### src/rtl/panel_scanner_pkg.sv
// rtl/panel_scanner_pkg.sv - shared geometry, state encoding and pixel field helpers for the panel scanner
package panel_scanner_pkg;
    localparam int COLS      = 32;
    localparam int ROWS      = 16;
    localparam int SCAN_ROWS = 8;
    localparam int ADDR_W    = $clog2(ROWS) + $clog2(COLS);
    localparam int ROW_W     = $clog2(SCAN_ROWS);

    localparam int CH_W  = 8;
    localparam int PIX_W = 3 * CH_W;
    localparam int R_LSB = 16;
    localparam int G_LSB = 8;
    localparam int B_LSB = 0;

    typedef enum logic [2:0] {RD_TOP, RD_BOT, SETUP, CLK, LATCH, SHOW} scan_state_e;

    // Picks one bit position out of each colour channel, returned as {R,G,B}.
    function automatic logic [2:0] plane_rgb(input logic [PIX_W-1:0] pix, input int unsigned bit_idx);
        return {pix[R_LSB+bit_idx], pix[G_LSB+bit_idx], pix[B_LSB+bit_idx]};
    endfunction
endpackage

### src/rtl/panel_scanner_if.sv
// rtl/panel_scanner_if.sv - framebuffer read port and HUB75 panel pins
interface panel_scanner_if;
    import panel_scanner_pkg::*;

    logic [ADDR_W-1:0] rd_addr;
    logic              rd_buf;
    logic [PIX_W-1:0]  rd_data;
    logic [2:0]        rgb1;
    logic [2:0]        rgb2;
    logic [ROW_W-1:0]  row_addr;
    logic              sclk;
    logic              lat;
    logic              oe_n;

    modport master (
        output rd_addr, rd_buf, rgb1, rgb2, row_addr, sclk, lat, oe_n,
        input  rd_data
    );

    modport slave (
        input  rd_addr, rd_buf, rgb1, rgb2, row_addr, sclk, lat, oe_n,
        output rd_data
    );
endinterface

### src/rtl/panel_scanner_bcm_timer.sv
// rtl/panel_scanner_bcm_timer.sv - per-plane display-time counter for binary-coded modulation
module bcm_timer #(
    parameter int BITS = 4,
    parameter int BASE = 8,
    parameter int PW   = (BITS > 1) ? $clog2(BITS) : 1,
    parameter int CW   = $clog2((BASE << (BITS - 1)) + 1)
) (
    input  logic          pixclk,
    input  logic          reset,
    input  logic          load,
    input  logic [PW-1:0] plane,
    output logic          done
);
    logic [CW-1:0] cnt_q, cnt_d;

    // Loaded during LATCH, so the first SHOW cycle already holds the full count.
    always_comb begin
        cnt_d = cnt_q;
        if (load) begin
            cnt_d = CW'(BASE << plane);
        end else if (cnt_q != '0) begin
            cnt_d = cnt_q - CW'(1);
        end
    end

    always_ff @(posedge pixclk or posedge reset) begin
        if (reset) begin
            cnt_q <= '0;
        end else begin
            cnt_q <= cnt_d;
        end
    end

    assign done = (cnt_q == CW'(1));
endmodule

### src/rtl/panel_scanner.sv
// rtl/panel_scanner.sv - 1/8-scan HUB75 driver reading the double-buffered framebuffer with BCM brightness
module panel_scanner
    import panel_scanner_pkg::*;
#(
    parameter int COLS = 32,
    parameter int BITS = 4,
    parameter int BASE = 8
) (
    input  logic pixclk,
    input  logic reset,
    input  logic display,
    output logic frame_start,
    panel_scanner_if.master pif
);
    localparam int PW      = (BITS > 1) ? $clog2(BITS) : 1;
    localparam int PLANE_0 = CH_W - BITS;

    scan_state_e      state_q, state_d;
    logic [ROW_W-1:0] row_q, row_d;
    logic [PW-1:0]    plane_q, plane_d;
    logic [4:0]       col_q, col_d;
    logic [PIX_W-1:0] top_q, top_d;
    logic             rd_buf_q, rd_buf_d;
    logic [2:0]       rgb1_q, rgb1_d, rgb2_q, rgb2_d;
    logic [ROW_W-1:0] row_addr_q, row_addr_d;
    logic             sclk_q, sclk_d, lat_q, lat_d, oe_n_q, oe_n_d;

    logic       rd_buf_now;
    logic [2:0] setup_rgb1, setup_rgb2;
    logic       show_done;

    bcm_timer #(.BITS(BITS), .BASE(BASE), .PW(PW)) u_bcm_timer (
        .pixclk (pixclk),
        .reset  (reset),
        .load   (state_q == LATCH),
        .plane  (plane_q),
        .done   (show_done)
    );

    always_comb begin
        state_d    = state_q;
        row_d      = row_q;
        plane_d    = plane_q;
        col_d      = col_q;
        top_d      = top_q;
        rgb1_d     = rgb1_q;
        rgb2_d     = rgb2_q;
        row_addr_d = row_addr_q;

        // The new buffer select must already steer the very first read of the frame.
        frame_start = (state_q == RD_TOP) && (row_q == '0) && (plane_q == '0) && (col_q == '0) && !reset;
        rd_buf_now  = frame_start ? display : rd_buf_q;
        rd_buf_d    = rd_buf_now;

        setup_rgb1 = plane_rgb(top_q, PLANE_0 + int'(plane_q));
        setup_rgb2 = plane_rgb(pif.rd_data, PLANE_0 + int'(plane_q));

        case (state_q)
            RD_TOP: state_d = RD_BOT;
            RD_BOT: begin
                top_d   = pif.rd_data;
                state_d = SETUP;
            end
            SETUP: begin
                rgb1_d  = setup_rgb1;
                rgb2_d  = setup_rgb2;
                state_d = CLK;
            end
            CLK: begin
                col_d = col_q + 5'd1;
                if (col_q == 5'(COLS - 1)) begin
                    state_d    = LATCH;
                    row_addr_d = row_q;
                end else begin
                    state_d = RD_TOP;
                end
            end
            LATCH: state_d = SHOW;
            SHOW: begin
                if (show_done) begin
                    state_d = RD_TOP;
                    if (plane_q == PW'(BITS - 1)) begin
                        plane_d = '0;
                        row_d   = row_q + ROW_W'(1);
                    end else begin
                        plane_d = plane_q + PW'(1);
                    end
                end
            end
            default: state_d = RD_TOP;
        endcase

        sclk_d = (state_d == CLK);
        lat_d  = (state_d == LATCH);
        oe_n_d = (state_d != SHOW);
    end

    always_ff @(posedge pixclk or posedge reset) begin
        if (reset) begin
            state_q    <= RD_TOP;
            row_q      <= '0;
            plane_q    <= '0;
            col_q      <= '0;
            top_q      <= '0;
            rd_buf_q   <= 1'b0;
            rgb1_q     <= '0;
            rgb2_q     <= '0;
            row_addr_q <= '0;
            sclk_q     <= 1'b0;
            lat_q      <= 1'b0;
            oe_n_q     <= 1'b1;
        end else begin
            state_q    <= state_d;
            row_q      <= row_d;
            plane_q    <= plane_d;
            col_q      <= col_d;
            top_q      <= top_d;
            rd_buf_q   <= rd_buf_d;
            rgb1_q     <= rgb1_d;
            rgb2_q     <= rgb2_d;
            row_addr_q <= row_addr_d;
            sclk_q     <= sclk_d;
            lat_q      <= lat_d;
            oe_n_q     <= oe_n_d;
        end
    end

    assign pif.rd_addr  = {state_q == RD_BOT, row_q, col_q};
    assign pif.rd_buf   = rd_buf_now;
    assign pif.rgb1     = (state_q == SETUP) ? setup_rgb1 : rgb1_q;
    assign pif.rgb2     = (state_q == SETUP) ? setup_rgb2 : rgb2_q;
    assign pif.row_addr = row_addr_q;
    assign pif.sclk     = sclk_q;
    assign pif.lat      = lat_q;
    assign pif.oe_n     = oe_n_q;
endmodule

### src/flat_wrapper.sv
// flat-port wrapper written by rule: the top's interface ports become plain ports
module panel_scanner_flat import panel_scanner_pkg::*;
#(
    parameter int COLS = 32,
    parameter int BITS = 4,
    parameter int BASE = 8
)
  (pixclk, reset, display, frame_start, pif_rd_addr, pif_rd_buf, pif_rgb1, pif_rgb2, pif_row_addr, pif_sclk, pif_lat, pif_oe_n, pif_rd_data);
  panel_scanner_if pif_i ();
  input  logic pixclk;
  input  logic reset;
  input  logic display;
  output logic frame_start;
  output wire logic [$bits(pif_i.rd_addr)-1:0] pif_rd_addr;
  output wire logic [$bits(pif_i.rd_buf)-1:0] pif_rd_buf;
  output wire logic [$bits(pif_i.rgb1)-1:0] pif_rgb1;
  output wire logic [$bits(pif_i.rgb2)-1:0] pif_rgb2;
  output wire logic [$bits(pif_i.row_addr)-1:0] pif_row_addr;
  output wire logic [$bits(pif_i.sclk)-1:0] pif_sclk;
  output wire logic [$bits(pif_i.lat)-1:0] pif_lat;
  output wire logic [$bits(pif_i.oe_n)-1:0] pif_oe_n;
  input wire logic [$bits(pif_i.rd_data)-1:0] pif_rd_data;
  assign pif_rd_addr = pif_i.rd_addr;
  assign pif_rd_buf = pif_i.rd_buf;
  assign pif_rgb1 = pif_i.rgb1;
  assign pif_rgb2 = pif_i.rgb2;
  assign pif_row_addr = pif_i.row_addr;
  assign pif_sclk = pif_i.sclk;
  assign pif_lat = pif_i.lat;
  assign pif_oe_n = pif_i.oe_n;
  assign pif_i.rd_data = pif_rd_data;
  panel_scanner #(.COLS(COLS), .BITS(BITS), .BASE(BASE)) u_core (.pixclk(pixclk), .reset(reset), .display(display), .frame_start(frame_start), .pif(pif_i));
endmodule
### config.mk
export PLATFORM = sky130hd
export DESIGN_NAME = panel_scanner_flat
export DESIGN_NICKNAME = d
export VERILOG_FILES = /design/src/rtl/panel_scanner_pkg.sv /design/src/rtl/panel_scanner_if.sv /design/src/rtl/panel_scanner_bcm_timer.sv /design/src/rtl/panel_scanner.sv /design/src/flat_wrapper.sv
export SDC_FILE = /design/constraint.sdc
export NUM_CORES = 1
export LEC_CHECK = 0
export ABC_AREA = 1
export ABC_CLOCK_PERIOD_IN_PS = 1600
export BUFFER_PORTS_ARGS = -buffer_cell sky130_fd_sc_hd__buf_4
export CAP_MARGIN = 15
export CORE_MARGIN = 10
export CORE_UTILIZATION = 49
export CTS_CLUSTER_DIAMETER = 150
export DETAILED_ROUTE_END_ITERATION = 10
export GPL_TIMING_DRIVEN = 1
export PLACE_DENSITY = 0.76
export RECOVER_POWER = 100
export SKIP_CTS_REPAIR_TIMING = 1
export SLEW_MARGIN = 10
export SYNTH_ARGS = -nofsm -noshare
export SYNTH_HDL_FRONTEND = slang
export SYNTH_HIERARCHICAL = 1
export SYNTH_SLANG_ARGS = --single-unit
### constraint.sdc
create_clock -name pixclk -period 1.6 [get_ports pixclk]
set_clock_uncertainty 0.1 [all_clocks]
set_input_delay 0 -clock pixclk [delete_from_list [all_inputs] [get_ports pixclk]]
set_output_delay 0 -clock pixclk [all_outputs]
set_load 0.01 [all_outputs]
==> flow_summary.yaml <==
outcome:
  status: "finished, violations left"
  violations: "negative setup slack"
place:
  dpl_cell_area_sq_mm: 0.00282
  gp_congestion: 0.883
  pre_cts_ws_ps: -95.0
  place_hpwl_mm: 3.87
  io_buffers: 37
logic_synthesis:
  syn_area_sq_mm: 0.00239
  synth-compound-area-share_pct: 5.90
  yosysSeqAreaShare_pct: 47.1
  synth_top_family_by_area: "simple AND/OR/NAND/NOR gates"
  synth_xor_area_share_pct: 1.10
  yosysWarnings: 6
  synthAdderAreaFrac_pct: 4.70
  synth-seq-cells: 45
  synthMuxAreaShare_pct: 0
  post_synth_num_cell_types: 27
  synth_top_area_share_pct: 46.0
  syn_nets: 342
  yosysTopAreaCell: "dfrtp_1"
  synth.avg_cell_area_sq_um: 7.83
  synthSimpleGateAreaFrac_pct: 31.0
  yosys-top-cells-area: "dfrtp_1 (46%), nand2_1 (17%), inv_1 (7.4%)"
  postSynthCellCount: 306
power_and_ir_drop:
  p_sw_mw: 0.520
  p_clk_share_pct: 35.3
  finalPower_mw: 2.08
  comb_power_share_pct: 8.3
  switching_share_pct: 25.0
  sequentialPowerShare_pct: 56.4
  internal_power_mw: 1.56
  powerDensity_mw_per_mm2: 616
  ir_drop_mv: 0.433
  p_leak_nw: 1.80
critical_path:
  crit_path_end_kind: "output port"
  start_kind: "register"
  crit_chain: "buf_4 -> nor2_4 -> nand2_1 -> inv_1 -> nand3_1 -> nand2_1 -> nand2_1 -> buf_4"
  path_common_cell: "nand2_1"
  critPathMaxFanout: 4
  cp.required_ps: 1500
  cp_slowest_stage_delay_ps: 460
  cp.arrival_ps: 1610
  cp_slowest_cell: "dfrtp_2"
  path_class: "register to output port"
die:
  coreArea_sq_mm: 0.00472
  fp-row-count: 25
  die_h_um: 89.9
  io_pins: 50
  start_util_pct: 50.7
  die_x_um: 89.9
  die_area_sq_mm: 0.00808
grt:
  first_global_vias: 2086
  grt_pass1_wl_mm: 9.36
  antenna_found_initial: 0
  grt_max_degree: 39
  grt-ovfl-total: 0
  grt_use_total_pct: 13.5
sta:
  rsz0062_at_grt: "yes"
  fmax_mhz: 586
  fin_setup_tns_ps: -204
  fin_crit_ps: 1710
  final_hold_viol_count: 0
  worstMarginPinSlew_ps: 949
  setup-violations-final: 8
  slew_violations: 0
  timing.final.crit_share_pct: 107
  max-slew-margin-rel_pct: 36.8
  worst_slack_ps: -106
layout:
  final_core_util_pct: 71.4
  num_antenna_cells: 0
  n_fill_cell: 365
  final_common_cell: "nand2_1"
  syn_to_final_growth_pct: 40.9
  multi_input_area_sq_mm: 0.00123
  drive_gt1_share_pct: 31.5
  nets: 426
  layout_common_cells: "nand2_1 (89), inv_1 (42), buf_4 (40)"
  design_area_sq_mm: 0.00337
  seqCellArea_sq_mm: 0.00113
route:
  drc: 0
  routed_wl_mm: 6.30
  num_vias: 2251
  via_per_inst: 4.91
  drt-pass1-iter-count: 4
  postRouteAntennaNets: 0
  wl_per_cell_um: 13.8
  initialDrtViolationCount: 149
clocking:
  cts.sinks: 45
  clockRootBuffer: "clkbuf_8"
  path_clk_slew_ps: 100
  numCtsBuffers: 5
  cts_tree: "done"
  clock_path_buffers: 2
  clk_latency_ps: 310
  htree_levels: 2
worst_hold_path:
  hold_path.class: "input pin to async pin"
run:
  maxCapViolCount: 0
==> area by class of cell <==
cell class | instances | share of cell area (%)
clock buffers | 5 | 2.04
repair buffers | 81 | 18.7
well taps | 67 | 2.49
flip-flops and latches | 45 | 33.6
multi-input cells | 203 | 36.5
clock inverters | 3 | 0.631
inverters | 54 | 6.12
==> worst max-delay path, delay by kind of cell, from the launching register on <==
kind / cells / cell delay (ps)
buf+inv: 3 / 400
flops: 1 / 460
simple gates: 5 / 440
==> power groups by stage <==
stage	Sequential [mW]	Clock (mW)	Combinational, mW
6_report	1.17	0.734	0.174
5_1_grt	1.17	0.797	0.195
4_1_cts	1.17	0.741	0.123
3_5_place_dp	1.19	0	0.122
3_3_place_gp	1.19	0	0.120
2_1_floorplan	1.19	0	0.0628
==> synth_stat cells <==
cell type / number
xor2_1: 3
inv_1: 47
nand3_1: 25
nor3_2: 1
nand2_4: 1
nor3_4: 2
clkinv_1: 1
nor2_1: 14
o21ai_0: 18
nand3_4: 2
nand2_2: 3
buf_2: 3
a21oi_2: 1
o21ai_1: 4
inv_2: 4
nand4_1: 2
a21oi_1: 3
buf_6: 2
dfstp_2: 1
nand2_1: 108
inv_4: 2
nor2_2: 1
nor3_1: 2
ha_1: 9
o31ai_1: 1
dfrtp_1: 44
nor2_4: 2
==> metrics by stage <==
stage,instances,hold WS [ps]
after floorplan,306,-297
after global placement,418,-133
after detailed placement,418,-127
after CTS,426,-459
after global routing,458,127
final,458,87.5
==> flip-flops by register name (all words and copies together) (netlist names) <==
signal and flops:
u_core/state_q 3, u_core/rd_buf_q 1, u_core/pif.oe_n 1, u_core/row_q 3, u_core/col_q 5, u_core/u_bcm_timer/cnt_q 7, u_core/rgb2_q 3, u_core/top_q 12
u_core/pif.lat 1, u_core/rgb1_q 3, u_core/pif.row_addr 3, u_core/pif.sclk 1, u_core/plane_q 2
==> kinds of logic after synthesis <==
logic type                 after synthesis
and+or+nand+nor                        163
buffers and inverters                   59
DFF                                     45
AOI/OAI and AO/OA                       27
adders and majority gates                9
xor gates and xnor gates                 3
==> routing by layer <==
layer  wire [um]  GRT usage, %
met1        2740          16.7
met2        3120          21.8
met3         314          3.74
met4         125          5.44
met5           0             0
==> path summary, 6_finish.rpt <==
kind	from	end	slack, ps	depth (start not counted)
min in group pixclk	u_core/rgb2_q[2]	u_core/rgb2_q[2]	380	2
hold / removal	reset	u_core/u_bcm_timer/cnt_q[3]	90	3
hold reg to reg	u_core/rgb2_q[2]	u_core/rgb2_q[2]	380	2
setup reg to reg	u_core/u_bcm_timer/cnt_q[1]	u_core/row_q[0]	-20	8
setup / recovery	u_core/state_q[0]	pif_rd_buf	-110	8
max in group asynchronous	reset	u_core/state_q[1]	260	4
No activity file was read; power rests on OpenSTA's default activity.
